<file path="src/rtl/addrgen_2_a.sv">
// addrgen_2_a: write-side address generator for frame RAM2 port A.
// Takes a valid/ready pixel stream with a start-of-frame marker and writes
// one full frame (addresses 0..FRAME_PIXELS-1), then pulses frame_done.
module addrgen_2_a #(
  parameter int FRAME_PIXELS = 153600,
  parameter int ADDR_W       = 18,
  parameter int DATA_W       = 8,
  parameter bit CONTINUOUS   = 1'b0
) (
  input  logic              clk,
  input  logic              Reset_Main,
  input  logic              arm,
  input  logic              pix_valid,
  input  logic              pix_sof,
  input  logic [DATA_W-1:0] pix_data,
  output logic              pix_ready,
  output logic [ADDR_W-1:0] addr_2a,
  output logic [DATA_W-1:0] din_2a,
  output logic              we_2a,
  output logic              en_ram2a,
  output logic              busy,
  output logic              frame_done,
  output logic              sof_err
);

  typedef enum logic [1:0] {
    IDLE  = 2'd0,
    ARMED = 2'd1,
    WRITE = 2'd2,
    DONE  = 2'd3
  } state_t;

  localparam logic [ADDR_W-1:0] LAST_ADDR = ADDR_W'(FRAME_PIXELS - 1);
  localparam logic [ADDR_W-1:0] ONE       = ADDR_W'(1);
  localparam bit                ONE_PIXEL = (FRAME_PIXELS == 1);

  state_t            state;
  state_t            state_nxt;
  logic [ADDR_W-1:0] cnt;
  logic [ADDR_W-1:0] cnt_nxt;
  logic              wr_nxt;
  logic [ADDR_W-1:0] wr_addr_nxt;
  logic              err_nxt;
  logic              accept;

  // The block only listens to the source while a frame is being captured.
  assign pix_ready = (state == ARMED) || (state == WRITE);
  assign busy      = pix_ready;
  assign accept    = pix_valid & pix_ready;
  assign en_ram2a  = we_2a;

  // Next-state, counter and write-request decode; a start-of-frame pixel
  // always restarts the frame at address 0, even mid-frame.
  always_comb begin
    state_nxt   = state;
    cnt_nxt     = cnt;
    wr_nxt      = 1'b0;
    wr_addr_nxt = cnt;
    err_nxt     = sof_err;
    case (state)
      IDLE: begin
        if (arm) begin
          state_nxt = ARMED;
          cnt_nxt   = '0;
          err_nxt   = 1'b0;
        end
      end
      ARMED: begin
        if (accept && pix_sof) begin
          wr_nxt      = 1'b1;
          wr_addr_nxt = '0;
          if (ONE_PIXEL) begin
            state_nxt = DONE;
            cnt_nxt   = '0;
          end else begin
            state_nxt = WRITE;
            cnt_nxt   = ONE;
          end
        end
      end
      WRITE: begin
        if (accept) begin
          wr_nxt = 1'b1;
          if (pix_sof) begin
            err_nxt     = 1'b1;
            wr_addr_nxt = '0;
            if (ONE_PIXEL) begin
              state_nxt = DONE;
              cnt_nxt   = '0;
            end else begin
              cnt_nxt = ONE;
            end
          end else if (cnt == LAST_ADDR) begin
            state_nxt = DONE;
            cnt_nxt   = '0;
          end else begin
            cnt_nxt = cnt + ONE;
          end
        end
      end
      DONE: begin
        state_nxt = CONTINUOUS ? ARMED : IDLE;
      end
      default: begin
        state_nxt = IDLE;
        cnt_nxt   = '0;
      end
    endcase
  end

  // State, counter and registered RAM-port outputs; address and data hold
  // their last value between writes.
  always_ff @(posedge clk) begin
    if (Reset_Main) begin
      state      <= IDLE;
      cnt        <= '0;
      we_2a      <= 1'b0;
      addr_2a    <= '0;
      din_2a     <= '0;
      frame_done <= 1'b0;
      sof_err    <= 1'b0;
    end else begin
      state      <= state_nxt;
      cnt        <= cnt_nxt;
      we_2a      <= wr_nxt;
      frame_done <= (state == DONE);
      sof_err    <= err_nxt;
      if (wr_nxt) begin
        addr_2a <= wr_addr_nxt;
        din_2a  <= pix_data;
      end
    end
  end

endmodule

</file>
<file path="config.mk">
export PLATFORM = sky130hd
export DESIGN_NAME = addrgen_2_a
export DESIGN_NICKNAME = d
export VERILOG_FILES = /design/src/rtl/addrgen_2_a.sv
export SDC_FILE = /design/constraint.sdc
export NUM_CORES = 1
export LEC_CHECK = 0
export ABC_AREA = 0
export ABC_CLOCK_PERIOD_IN_PS = 2050
export BUFFER_PORTS_ARGS = -buffer_cell sky130_fd_sc_hd__buf_2
export CORE_AREA = 4 4 70 84
export CTS_BUF_LIST = sky130_fd_sc_hd__clkbuf_8
export DETAILED_ROUTE_END_ITERATION = 10
export DIE_AREA = 0 0 74 88
export PLACE_DENSITY = 0.68
export REMOVE_ABC_BUFFERS = 1
export SYNTH_ARGS = -nofsm -noshare
export SYNTH_HDL_FRONTEND = slang
export SYNTH_SLANG_ARGS = --single-unit
</file>
<file path="constraint.sdc">
create_clock -name clk -period 2.05 [get_ports clk]
set_clock_uncertainty 0.15 [all_clocks]
set_input_delay 0.1025 -clock clk [delete_from_list [all_inputs] [get_ports clk]]
set_output_delay 0.1025 -clock clk [all_outputs]
set_load 0.02 [all_outputs]
</file>
# Yosys cells after proc, flatten, opt, wreduce, memory -nomap -nowiden
# Cells that the tools add are included.
dict set report totals {
  reg_bits 49
}
dict set report op_classes {
  addsub 1
  n_eq_ne 10
  n_mux 23
  bitwise 1
  reduce_logical 8
}
# operator count
set op_table {}
lappend op_table {{$mux 18} 8}
lappend op_table {{$pmux 18 s3} 1}
lappend op_table {{$pmux 18 s2} 1}
lappend op_table {{$add 18x1->18 const B} 1}
lappend op_table {{$eq 18x18->1 const B} 1}
lappend op_table {{$mux 2} 5}
lappend op_table {{$ne 2x2->1 const B} 4}
lappend op_table {{$pmux 2 s4} 1}
lappend op_table {{$reduce_and 4->1} 2}
lappend op_table {{$mux 1} 5}
lappend op_table {{$reduce_and 5->1} 1}
lappend op_table {{$eq 2x2->1 const B} 2}
lappend op_table {{$ne 2x1->1 const B} 2}
lappend op_table {{$pmux 1 s2} 2}
lappend op_table {{$reduce_bool 3->1} 1}
lappend op_table {{$eq 2x1->1 const B} 1}
lappend op_table {{$logic_not 2->1} 1}
lappend op_table {{$reduce_bool 2->1} 1}
lappend op_table {{$and 1x1->1} 1}
lappend op_table {{$logic_and 1x1->1} 1}
lappend op_table {{$logic_or 1x1->1} 1}

# Depth between registers and ports, before layout
dict set report depth {
  word_depth 6
  mapped_depth 8
  mapped_depth_nobuf 7
}

# Least setup slack after synthesis
# No wires, ideal clock.
dict set report synth_timing {
  path_type {register -> register}
  from {register state[0]}
  to {register cnt[10]}
  t_arrival_ps 2119
  required_ps 1827
  path_slack_ps -293
  path_stages_with_launch 8
  n_path_buf 0
  period_less_slack_ps 2343
  path_cell_list {dfxtp_1 inv_1 ha_1 nand3_4 a211oi_4 nand4b_1 or4b_1 o211ai_2}
}
dict set report synth_between {
  elab_chain_len 6
}
# item line_no
set synth_lines {}
lappend synth_lines {{start, declared} 37} ;# state_t state;
lappend synth_lines {{start signal, assigned} 123} ;# state <= state_nxt;
lappend synth_lines {{$eq 2x1->1 or $eq 2x2->1 (tied branches)} 47} ;# assign pix_ready = (state == ARMED) || (state == WRITE);
lappend synth_lines {{$logic_or 1x1->1 *} 47}
lappend synth_lines {{named net busy} 21} ;# output logic busy,
lappend synth_lines {{$and 1x1->1 *} 49} ;# assign accept = pix_valid & pix_ready;
lappend synth_lines {{$logic_and 1x1->1} 69} ;# if (accept && pix_sof) begin
lappend synth_lines {{$ne 2x1->1 (no source line)} n/a}
lappend synth_lines {{$reduce_and 4->1 (no source line) *} n/a}
lappend synth_lines {{end signal, assigned} 124} ;# cnt <= cnt_nxt;
lappend synth_lines {{end, declared} 39} ;# logic [ADDR_W-1:0] cnt;
# The timed path passes the listed nets; every way through them passes the cells marked *.
# A chain may end at the register's enable or synchronous reset.

# Worst setup path after layout
dict set report layout_timing {
  from {register cnt[11]}
  to {register cnt[9]}
}
dict set report layout_between {
  elab_chain_len 5
}
# item line_no
set layout_lines {}
lappend layout_lines {{$eq 18x18->1} 93} ;# end else if (cnt == LAST_ADDR) begin
lappend layout_lines {{$mux 18} 93}
lappend layout_lines {{$mux 18} 84} ;# if (pix_sof) begin
lappend layout_lines {{$mux 18} 82} ;# if (accept) begin
lappend layout_lines {{$pmux 18 s3} 60} ;# case (state)
# No other way between the ends. The select of a mux whose other input is x is not followed.

==> run_results.csv <==
group,metric,value,unit
status,status,"complete, no violations",
detailed_routing,wirelength,5570,um
sta,finalHoldViolations,0,
sta,setup_slack,0.0191,ns
critical_path,cp.arrival,2.08,ns
place,globalplace.congestion,0.885,
final_layout,fin_nets,327,
synthesis,yosysWarnings,0,
global_routing,met2_usage,31.1,%
global_routing,grt_use_total,18.4,%
final_layout,areaGrowthSynthToFinish,39.6,%
critical_path,slowest_delay,0.55,ns
global_routing,overflow,0,
global_routing,grt_pass1_wl,9250,um
detailed_routing,viasPerCell,5.31,
job,maxCapViolations,0,
global_routing,busiest_layer,"met2",
synthesis,avgSynthCellArea,9.97,sq um
synthesis,synth_area,2210,sq um
synthesis,yosysTopAreaCell,"dfxtp_1",
place,dp_slack,-0.0651,ns
power_and_ir_drop,power_density,912,nW/um^2
final_layout,drive_gt1_share,40.6,%
synthesis,ys_types,55,
worst_hold_path,min_path_type,"primary input to register",
global_routing,grt_pass1_vias,2011,
clocking,clk_latency,0.31,ns
critical_path,path_class,"register to register",
synthesis,async_flop_share,0,%
critical_path,crit_fanout,11,
final_layout,stdcell_count,370,
place,dpl.hpwl,3880,um
detailed_routing,drc,0,
detailed_routing,firstDrtPassIters,4,
clocking,cts_root_buffer,"clkbuf_8",
clocking,numCtsBuffers,5,
critical_path,slowest_stage,"or4b_4",
global_routing,antenna_found_initial,0,
synthesis,ys_seq_area_share,44.3,%
sta,setup_viol,0,
power_and_ir_drop,total_power,0.00282,W
detailed_routing,wl_per_cell,15.0,um
floorplan,die_x,74,um
clocking,clock-sinks,49,
global_routing,met3_usage,3.56,%
floorplan,die_y,88,um
critical_path,worst-path-buf-inv,2,
power_and_ir_drop,peakVddDrop,0.685,mV
critical_path,cp-start-kind,"register",
synthesis,synth_cells,222,
floorplan,rows,28,
floorplan,die_area,6510,sq um
clocking,h-tree-depth,2,
place,numPlacedInstances,348,
floorplan,core,5010,sq um
critical_path,worstPathRequired,2.10,ns
sta,fmax,0.492,GHz
synthesis,synth_common_cells,"dfxtp_1 (49), nor2_1 (26), a22o_1 (18), nand2_1 (14), nand3_1 (10)",
floorplan,start_util,44.2,%
clocking,tritoncts,"built",
place,port_buffers,44,
synthesis,ys.flop_type,"dfxtp_1",
clocking,max-clock-path-buffers,2,
synthesis,ys_ff_latch,49,
sta,worst_pin_slew,0.386,ns
sta,fin_crit_sh,99.1,%
final_layout,post-route-util,61.7,%
final_layout,fill_cells,423,
critical_path,critPathTopFamily,"simple AND/OR/NAND/NOR gates",
detailed_routing,vias,1964,
detailed_routing,ant_nets,0,
sta,rsz0062_at_grt,"yes",
clocking,clk_pin_slew,0.09,ns
synthesis,yosysMostFrequentCell,"dfxtp_1",
floorplan,pin_count,45,
detailed_routing,drt-initial-drc-count,109,
power_and_ir_drop,leakage,1.31,nW
critical_path,endpoint_kind,"register",
sta,finalMaxSlewViolations,0,
global_routing,grt_max_degree,19,
final_layout,antenna_cells,0,
critical_path,path_cells,"or4b_4 > nor3_4 > a211oi_4 > buf_4 > nor2_2 > buf_12 > o211ai_1",
sta,slew_headroom,74.2,%
sta,post-route-min-period,2.03,ns
synthesis,synth_top_area_share,44.3,%
synthesis,synth_edf_count,0,
global_routing,met1_usage,21.9,%
synthesis,ys_top_cells_by_area,"dfxtp_1 (44%), a22o_1 (7.1%), nor2_1 (4.4%), mux2i_1 (3.6%), ha_1 (2.8%)",
## cell families after synthesis
family | count (synthesis) | synth area share, %
buffers and inverters | 16 | 3.62
adders and majority gates | 5 | 2.83
DFF | 49 | 44.3
AOI/OAI and AO/OA | 45 | 17.2
muxes | 8 | 3.62
and+or+nand+nor | 90 | 24.9
xor gates and xnor gates | 9 | 3.56
## final cells by class
type / count / area [sq um] / share of cell area, %
well taps: 60 / 75.1 / 2.43
multi-input cells: 157 / 1270 / 41.0
flip-flops and latches: 49 / 985 / 31.9
clock inverters: 2 / 33.8 / 1.09
clock buffers: 6 / 82.6 / 2.67
repair buffers: 90 / 623 / 20.2
inverters: 6 / 22.5 / 0.729
## final timing paths
check / endpoint / from / depth (start not counted) / slack, ns
worst min register to register: addr_2a[16]$_SDFFE_PP0P_ / addr_2a[16]$_SDFFE_PP0P_ / 1 / 0.32
worst max register to register: cnt[9]$_SDFFE_PP0P_ / cnt[11]$_SDFFE_PP0P_ / 7 / 0.02
worst max-delay path: cnt[9]$_SDFFE_PP0P_ / cnt[11]$_SDFFE_PP0P_ / 7 / 0.02
worst min-delay path: en_ram2a$_SDFF_PP0_ / pix_valid / 3 / 0.01
## worst reg2reg max path: cells and delay by family (launching register included)
family,cells,cell delay (ns)
compound gates,2,0.21
buf+inv,2,0.32
flops,1,0.33
simple gates,3,0.92
## report_power, final
group / total (W) / leakage, nW / internal (W) / switching (W)
Sequential: 0.00101 / 0.396 / 0.000991 / 0.0000236
Clock: 0.000717 / 0.0626 / 0.000393 / 0.000324
Combinational: 0.00109 / 0.852 / 0.000503 / 0.000583
## cell usage in the layout (no fill, tap or decap), types with 2 or more instances in the layout
cell type      count
dfxtp_1           46
buf_2             45
buf_4             33
nor2_1            26
a22o_1            18
nand2_1           14
nand3_1            9
dlygate4sd3_1      9
mux2i_1            8
a21oi_1            6
nand4_1            6
clkbuf_8           6
xor2_1             5
inv_1              5
nor3_1             4
xnor2_1            4
nand3b_1           3
o21ai_0            3
dfxtp_2            3
buf_12             3
inv_2              2
or4b_4             2
nor2_4             2
a211oi_4           2
o21a_1             2
and3_1             2
nor4_4             2
o311ai_2           2
ha_4               2
ha_2               2
## state kept, by name (all words and copies together) (netlist names)
name        flops
en_ram2a        1
state           2
sof_err         1
frame_done      1
addr_2a        18
cnt            18
din_2a          8
## what timing repair did
item,in CTS,in global routing
cloned,1,0
setup buffers,2,2
gates resized for setup,9,16
endpoints found under the hold margin,11,0
pin swaps,3,9
hold buffers,9,0
endpoints found under the setup margin,11,13
## per-layer routing
metal	part of all wire [%]	up-vias
li1	-	982
met1	44	925
met2	50	50
met3	4.1	7
met4	1.6	0
met5	0	-
## stage by stage
step	cell area, sq um	hold slack, ns	TNS (ns)
after global placement	2730	0.184	-0.0120
after detailed placement	2730	0.202	-0.414
final	3090	0.0135	0
after global routing	3090	0.0428	-0.195
after CTS	3000	0.0109	0
after floorplan	2160	0.0216	-18.07
Note: power is estimated with default switching activity, not from simulation.
